`config.mk`:
```
export PLATFORM = sky130hd
export DESIGN_NAME = mem_stage
export DESIGN_NICKNAME = d
export VERILOG_FILES = /design/src/rtl/mem_stage.sv
export SDC_FILE = /design/constraint.sdc
export NUM_CORES = 1
export LEC_CHECK = 0
export ABC_AREA = 1
export ABC_CLOCK_PERIOD_IN_PS = 5000
export BUFFER_PORTS_ARGS = -buffer_cell sky130_fd_sc_hd__buf_2
export CAP_MARGIN = 20
export CORE_AREA = 2 2 113 115
export DETAILED_ROUTE_END_ITERATION = 10
export DIE_AREA = 0 0 115 117
export SYNTH_ARGS = -nofsm -noshare
export SYNTH_HDL_FRONTEND = slang
export SYNTH_SLANG_ARGS = --single-unit
```
`constraint.sdc`:
```
create_clock -name clk_in -period 5 [get_ports clk_in]
set_clock_uncertainty 0.15 [all_clocks]
set_input_delay 0.5 -clock clk_in [delete_from_list [all_inputs] [get_ports clk_in]]
set_output_delay 0.5 -clock clk_in [all_outputs]
set_load 0.02 [all_outputs]
```
`src/rtl/mem_stage.sv`:
```
// MEM stage of the RV32I pipeline: serialises loads/stores into byte requests over
// the shared memory port and stalls the pipeline until the access completes.
module mem_stage #(
  parameter int ADDR_WIDTH = 32
) (
  input  logic                  clk_in,
  input  logic                  rst_in,
  input  logic                  rd_in,
  input  logic [31:0]           rd_val_in,
  input  logic [4:0]            rd_addr_in,
  input  logic [7:0]            inst_type_in,
  input  logic [ADDR_WIDTH-1:0] mem_addr_in,
  input  logic [31:0]           mem_val_in,
  input  logic                  mem_gnt_in,
  input  logic [7:0]            mem_din_in,
  output logic                  mem_req_out,
  output logic                  mem_wr_out,
  output logic [ADDR_WIDTH-1:0] mem_addr_out,
  output logic [7:0]            mem_dout_out,
  output logic                  rd_out,
  output logic [31:0]           rd_val_out,
  output logic [4:0]            rd_addr_out,
  output logic                  stallreq_from_mem
);

  localparam logic [7:0] INST_LB  = 8'h01;
  localparam logic [7:0] INST_LH  = 8'h02;
  localparam logic [7:0] INST_LW  = 8'h03;
  localparam logic [7:0] INST_LBU = 8'h04;
  localparam logic [7:0] INST_LHU = 8'h05;
  localparam logic [7:0] INST_SB  = 8'h06;
  localparam logic [7:0] INST_SH  = 8'h07;
  localparam logic [7:0] INST_SW  = 8'h08;

  typedef enum logic [1:0] {IDLE, BUSY, DONE} state_t;

  state_t      state, state_nxt;
  logic [2:0]  issue_cnt, recv_cnt, acc_size;
  logic        rd_pending;
  logic [31:0] result, load_ext;
  logic        is_load, is_store, is_mem;
  logic        req, grant, exit_busy;

  always_comb begin
    acc_size = 3'd0;
    is_load  = 1'b0;
    is_store = 1'b0;
    case (inst_type_in)
      INST_LB, INST_LBU: begin acc_size = 3'd1; is_load  = 1'b1; end
      INST_LH, INST_LHU: begin acc_size = 3'd2; is_load  = 1'b1; end
      INST_LW:           begin acc_size = 3'd4; is_load  = 1'b1; end
      INST_SB:           begin acc_size = 3'd1; is_store = 1'b1; end
      INST_SH:           begin acc_size = 3'd2; is_store = 1'b1; end
      INST_SW:           begin acc_size = 3'd4; is_store = 1'b1; end
      default:           ;
    endcase
    is_mem = is_load | is_store;
  end

  always_comb begin
    req   = (state == BUSY) && (issue_cnt < acc_size);
    grant = req && mem_gnt_in;
    // Stores finish on the last grant; loads finish when the last byte comes back.
    if (is_store)
      exit_busy = grant && (issue_cnt == 3'(acc_size - 3'd1));
    else
      exit_busy = rd_pending && (recv_cnt == 3'(acc_size - 3'd1));
  end

  always_comb begin
    case (inst_type_in)
      INST_LB:  load_ext = {{24{result[7]}}, result[7:0]};
      INST_LH:  load_ext = {{16{result[15]}}, result[15:0]};
      INST_LBU: load_ext = {24'd0, result[7:0]};
      INST_LHU: load_ext = {16'd0, result[15:0]};
      default:  load_ext = result;
    endcase
  end

  always_ff @(posedge clk_in) begin
    if (rst_in) begin
      state      <= IDLE;
      issue_cnt  <= '0;
      recv_cnt   <= '0;
      rd_pending <= 1'b0;
      result     <= '0;
    end else begin
      state <= state_nxt;
      case (state)
        IDLE: if (is_mem) begin
          issue_cnt  <= '0;
          recv_cnt   <= '0;
          rd_pending <= 1'b0;
          result     <= '0;
        end
        BUSY: begin
          if (grant) issue_cnt <= issue_cnt + 3'd1;
          rd_pending <= grant && !is_store;
          if (rd_pending) begin
            result[{recv_cnt[1:0], 3'b000} +: 8] <= mem_din_in;
            recv_cnt <= recv_cnt + 3'd1;
          end
        end
        default: rd_pending <= 1'b0;
      endcase
    end
  end

  always_comb begin
    state_nxt         = state;
    mem_req_out       = 1'b0;
    mem_wr_out        = 1'b0;
    mem_addr_out      = '0;
    mem_dout_out      = '0;
    rd_out            = 1'b0;
    rd_val_out        = '0;
    rd_addr_out       = '0;
    stallreq_from_mem = 1'b0;
    case (state)
      IDLE: begin
        if (is_mem) begin
          stallreq_from_mem = 1'b1;
          state_nxt         = BUSY;
        end else begin
          rd_out      = rd_in;
          rd_val_out  = rd_val_in;
          rd_addr_out = rd_addr_in;
        end
      end
      BUSY: begin
        stallreq_from_mem = 1'b1;
        mem_req_out       = req;
        mem_wr_out        = is_store;
        mem_addr_out      = mem_addr_in + ADDR_WIDTH'(issue_cnt);
        mem_dout_out      = mem_val_in[{issue_cnt[1:0], 3'b000} +: 8];
        if (exit_busy) state_nxt = DONE;
      end
      DONE: begin
        rd_addr_out = rd_addr_in;
        if (is_load) begin
          rd_out     = rd_in;
          rd_val_out = load_ext;
        end
        state_nxt = IDLE;
      end
      default: state_nxt = IDLE;
    endcase
  end

endmodule

```
; ---- Yosys cells after proc, flatten, opt, wreduce, memory -nomap -nowiden
; Cells that the tools add are included.
[totals]
in_bits = 121
output_inout_bits = 81
regBits = 41
[classes]
reduce_logical = 16
bitwise = 1
addsub = 5
mux = 33
n_shift = 3
n_eq_ne = 16
n_lt_le_gt_ge = 1
[ops]
columns = op, count
row1 = two-way mux 32 bit, 5
row2 = case mux 32 bit (2 select lines), 2
row3 = case mux 32 bit (4 select lines), 1
row4 = adder 32 x 3 -> 32 bit, 1
row5 = bitwise mux 32 bit, 1
row6 = "equality test 8 x 3 -> 1 bit, second input constant", 4
row7 = "variable shift 8 x 7 -> 32 bit, first input constant", 1
row8 = indexed part select 32 x 6 -> 8 bit, 1
row9 = indexed part select 8 x 7 -> 32 bit, 1
row10 = "equality test 8 x 2 -> 1 bit, second input constant", 2
row11 = case mux 3 bit (2 select lines), 2
row12 = case mux 5 bit (2 select lines), 1
row13 = two-way mux 1 bit, 9
row14 = two-way mux 3 bit, 3
row15 = case mux 3 bit (3 select lines), 1
row16 = OR reduction 3 bit, 3
row17 = "equality test 8 x 1 -> 1 bit, second input constant", 1
row18 = "equality test 8 x 4 -> 1 bit, second input constant", 1
row19 = two-way mux 8 bit, 1
row20 = "inequality test 2 bit, second input constant", 4
row21 = negation 5 -> 7 bit, 1
row22 = "adder 3 x 1 -> 3 bit, second input constant", 2
row23 = equality test 3 bit, 2
row24 = case mux 1 bit (2 select lines), 3
row25 = other kinds (16), 22

; ---- Longest topological paths before layout
[depth]
ltp_word = 10
depth_mapped = 16

; ---- Worst setup path before layout
; Ideal clock, no wire load.
[synth_path]
kind = input to output
start = input port mem_addr_in[0]
end = output port mem_addr_out[20]
path_stages = 11
required_time_ps = 4350
slack_ps = 2259
path_buffers = 0
arrival_ps = 2091
cell_sequence = ha_1 -> fa_1 -> nand2_1 -> inv_1 -> o21ai_1 -> nor2_1 -> nand2_1 -> nor2_2 -> nand3_1 -> o21ai_0 -> nor2_1
[synth_between]
elab_chain_len = 2
[synth_rtl]
columns = item, line_no
row1 = from (decl), 12  ; input logic [ADDR_WIDTH-1:0] mem_addr_in,
row2 = adder 32 x 3 -> 32 bit, 134  ; mem_addr_out = mem_addr_in + ADDR_WIDTH'(issue_cnt);
row3 = two-way mux 32 bit, 119  ; case (state)
row4 = to (decl), 18  ; output logic [ADDR_WIDTH-1:0] mem_addr_out,
; Every way passes these cells.

; ---- Worst setup path after layout
[layout_path]
start = register issue_cnt[0]
end = output port mem_addr_out[26]
[layout_between]
elab_chain_len = 2
[layout_rtl]
columns = item, line_no
row1 = from (decl), 38  ; logic [2:0] issue_cnt, recv_cnt, acc_size;
row2 = from (signal assigned), 97  ; if (grant) issue_cnt <= issue_cnt + 3'd1;
row3 = adder 32 x 3 -> 32 bit, 134
row4 = two-way mux 32 bit, 119
; Every way passes these cells.

==> impl_metrics.env <==
export IMPL_cp_end_kind="primary output"
export IMPL_synth_top_family_by_area="simple AND/OR/NAND/NOR gates"
export IMPL_synth_top_area_share_pct=19.6
export IMPL_yosys_warnings=0
export IMPL_synth_simple_gate_area_share_pct=46.4
export IMPL_syn_num_nets=892
export IMPL_drive_gt1_share_pct=26.1
export IMPL_ant_nets=0
export IMPL_post_cts_resized=0
export IMPL_maxSlewHeadroom_pct=34.8
export IMPL_fin_total_pwr_uw=974
export IMPL_fill_cells=1443
export IMPL_start_kind="flip-flop"
export IMPL_p_int_uw=633
export IMPL_insertion_delay_ps=280
export IMPL_switchingPower_uw=341
export IMPL_min_period_ps=3550
export IMPL_setup_tns_ps=0
export IMPL_synth_top_area_cell="dfxtp_1"
export IMPL_antenna_found_initial=0
export IMPL_dieWidth_um=115
export IMPL_via_per_inst=4.90
export IMPL_clock_path_buffers=2
export IMPL_syn_area_per_cell_um2=5.53
export IMPL_drv_slew=0
export IMPL_pwr_density_cell_mw_per_mm2=180
export IMPL_dp_hpwl_um=11200
export IMPL_p_comb_share_pct=31.3
export IMPL_cts_made_buffers=5
export IMPL_synth_distinct_cells=37
export IMPL_leakagePower_nw=2.68
export IMPL_synth_compound_area_share_pct=15.4
export IMPL_switching_share_pct=35.0
export IMPL_yosys_top_cells_area="dfxtp_1, nand2_1, nor2_1"
export IMPL_grt_max_degree=38
export IMPL_ios=202
export IMPL_yosysSeqAreaShare_pct=19.6
export IMPL_arrival_ps=2900
export IMPL_nets=1073
export IMPL_area_delta_synth_final_pct=28.8
export IMPL_postCtsSetupRepairBufs=0
export IMPL_clkSinkCount=41
export IMPL_status="finished clean"
export IMPL_critPathRequiredTime_ps=4350
export IMPL_diodes=0
export IMPL_htree_levels=2
export IMPL_track_usage_pct=20.9
export IMPL_synth_enable_flop_cells=0
export IMPL_drt_iter0_markers=235
export IMPL_placement_rows=41
export IMPL_wl_um=14100
export IMPL_grt_remaining_overflow=0
export IMPL_yosys_top_cells_count="nand2_1, nor2_1, inv_1"
export IMPL_syn_area_mm2=0.00419
export IMPL_hold_class="reg2reg"
export IMPL_synth_mux_area_fraction_pct=0
export IMPL_io_buffers=201
export IMPL_ir_worst_vdd_mv=0.127
export IMPL_setup_violations=0
export IMPL_power_frac_seq_pct=36.3
export IMPL_path_clk_slew_ps=60
export IMPL_synth_seq_cells=41
export IMPL_synth_adder_area_share_pct=4.06
export IMPL_finalCritPeriodShare_pct=71.1
export IMPL_die_y_um=117
export IMPL_finalHoldViolations=0
export IMPL_vias=5341
export IMPL_post_drt_wl_per_cell_um=13.0
export IMPL_path_class="reg2out"
export IMPL_synthArstFlopShare_pct=0
export IMPL_place_congestion=0.930
export IMPL_drc=0
export IMPL_ys_flop_type="dfxtp_1"
export IMPL_cts_tree="yes"
export IMPL_synth_most_common_cell="nand2_1"
export IMPL_cts_root_buf="clkbuf_16"
export IMPL_start_util_pct=34.1
export IMPL_syn_inst=758
export IMPL_dr_pass1_iters=4
export IMPL_worst_pin_slew_ps=977
export IMPL_rsz0062_at_grt="false"
export IMPL_fmax_mhz=281
export IMPL_grt_pass1_wl_um=23000
export IMPL_seq_area_um2=821
export IMPL_p_clk_share_pct=32.4
export IMPL_ctsHoldBuffers=0
export IMPL_crit_fanout=20
export IMPL_grt_pass1_vias=4918
export IMPL_dieArea_mm2=0.0135
export IMPL_multi_input_area_mm2=0.00292
export IMPL_max_cap_viol_count=0
export IMPL_synth_xor_area_share_pct=3.76
export IMPL_design_core_area_mm2=0.0123
-- cell families (layout without fill, tap and decap cells) --
| family | Yosys count | count (layout) |
|---|---|---|
| adder cells (fa/ha/maj) | 13 | 13 |
| AO/OA/AOI/OAI | 120 | 120 |
| XOR/XNOR | 18 | 18 |
| AND/OR/NAND/NOR | 452 | 452 |
| flip-flops | 41 | 41 |
| buffers and inverters | 114 | 296 |
-- worst max-delay path: stages, from the launching register on --
cell	delay, ps
dfxtp_1	730
ha_1	310
fa_1	190
nand2_1	50
inv_1	60
o21ai_1	110
nor2_1	180
nand2_1	120
nor2_2	240
nand4_1	170
xor2_1	190
nor2_1	80
buf_2	180
-- final timing paths --
| path | startpoint | to | slack (ps) | cells after the start |
|---|---|---|---|---|
| worst max-delay path | issue_cnt[0] | mem_addr_out[26] | 1450 | 12 |
| worst min-delay path | result[17] | result[17] | 310 | 2 |
| worst max register to register | state[0] | issue_cnt[1] | 2350 | 12 |
| worst min register to register | result[17] | result[17] | 310 | 2 |
-- routing by layer --
layer  routed length, µm  track usage, %  vias up
met3                 730            3.45       21
met1                6480            27.8     2352
met5                   0               0        -
li1                    -               -     2809
met4                 255            5.22        0
met2                6660            35.3      159
-- registers in the layout (all words and copies together) (netlist names) --
signal	count
result	32
issue_cnt	3
recv_cnt	3
state	2
rd_pending	1
-- per-stage QoR --
step | utilization (%) | setup WS [ps] | hold WS, ps | instance area (µm²) | cells
final | 43.9 | 1450 | 314 | 5400 | 1090
after global routing | 43.9 | 1140 | 339 | 5400 | 1090
after CTS | 43.9 | 1430 | 314 | 5400 | 1090
after detailed placement | 42.7 | 1750 | 305 | 5260 | 1082
after global placement | 42.7 | 1790 | 302 | 5260 | 1082
after floorplan | - | 2260 | 290 | 4190 | 758
-- power by group through the flow --
stage	clock network (mW)	logic [mW]	registers [mW]
2_1_floorplan	0	0.195	0.354
3_3_place_gp	0	0.305	0.360
3_5_place_dp	0	0.304	0.361
4_1_cts	0.322	0.306	0.353
5_1_grt	0.338	0.345	0.356
6_report	0.316	0.305	0.353
-- layout by cell type, fill, tap and decap left out, types with 12 or more instances in the layout --
cell type and count:
o21ai_0 58, nor3_1 20, inv_1 75, dfxtp_1 41, a21oi_1 49, buf_2 201
ha_1 12, nand4_1 26, nor2_1 151, nand3_1 37, nand2_1 192
-- layout make-up --
type | instances | area share [%]
multi-input combinational | 603 | 54.0
clock inverter | 3 | 0.324
clock buffer | 5 | 2.32
sequential | 41 | 15.2
timing repair buffer | 201 | 18.6
inverter | 87 | 6.05
tap | 150 | 3.47
(Power assumes the default switching activity.)
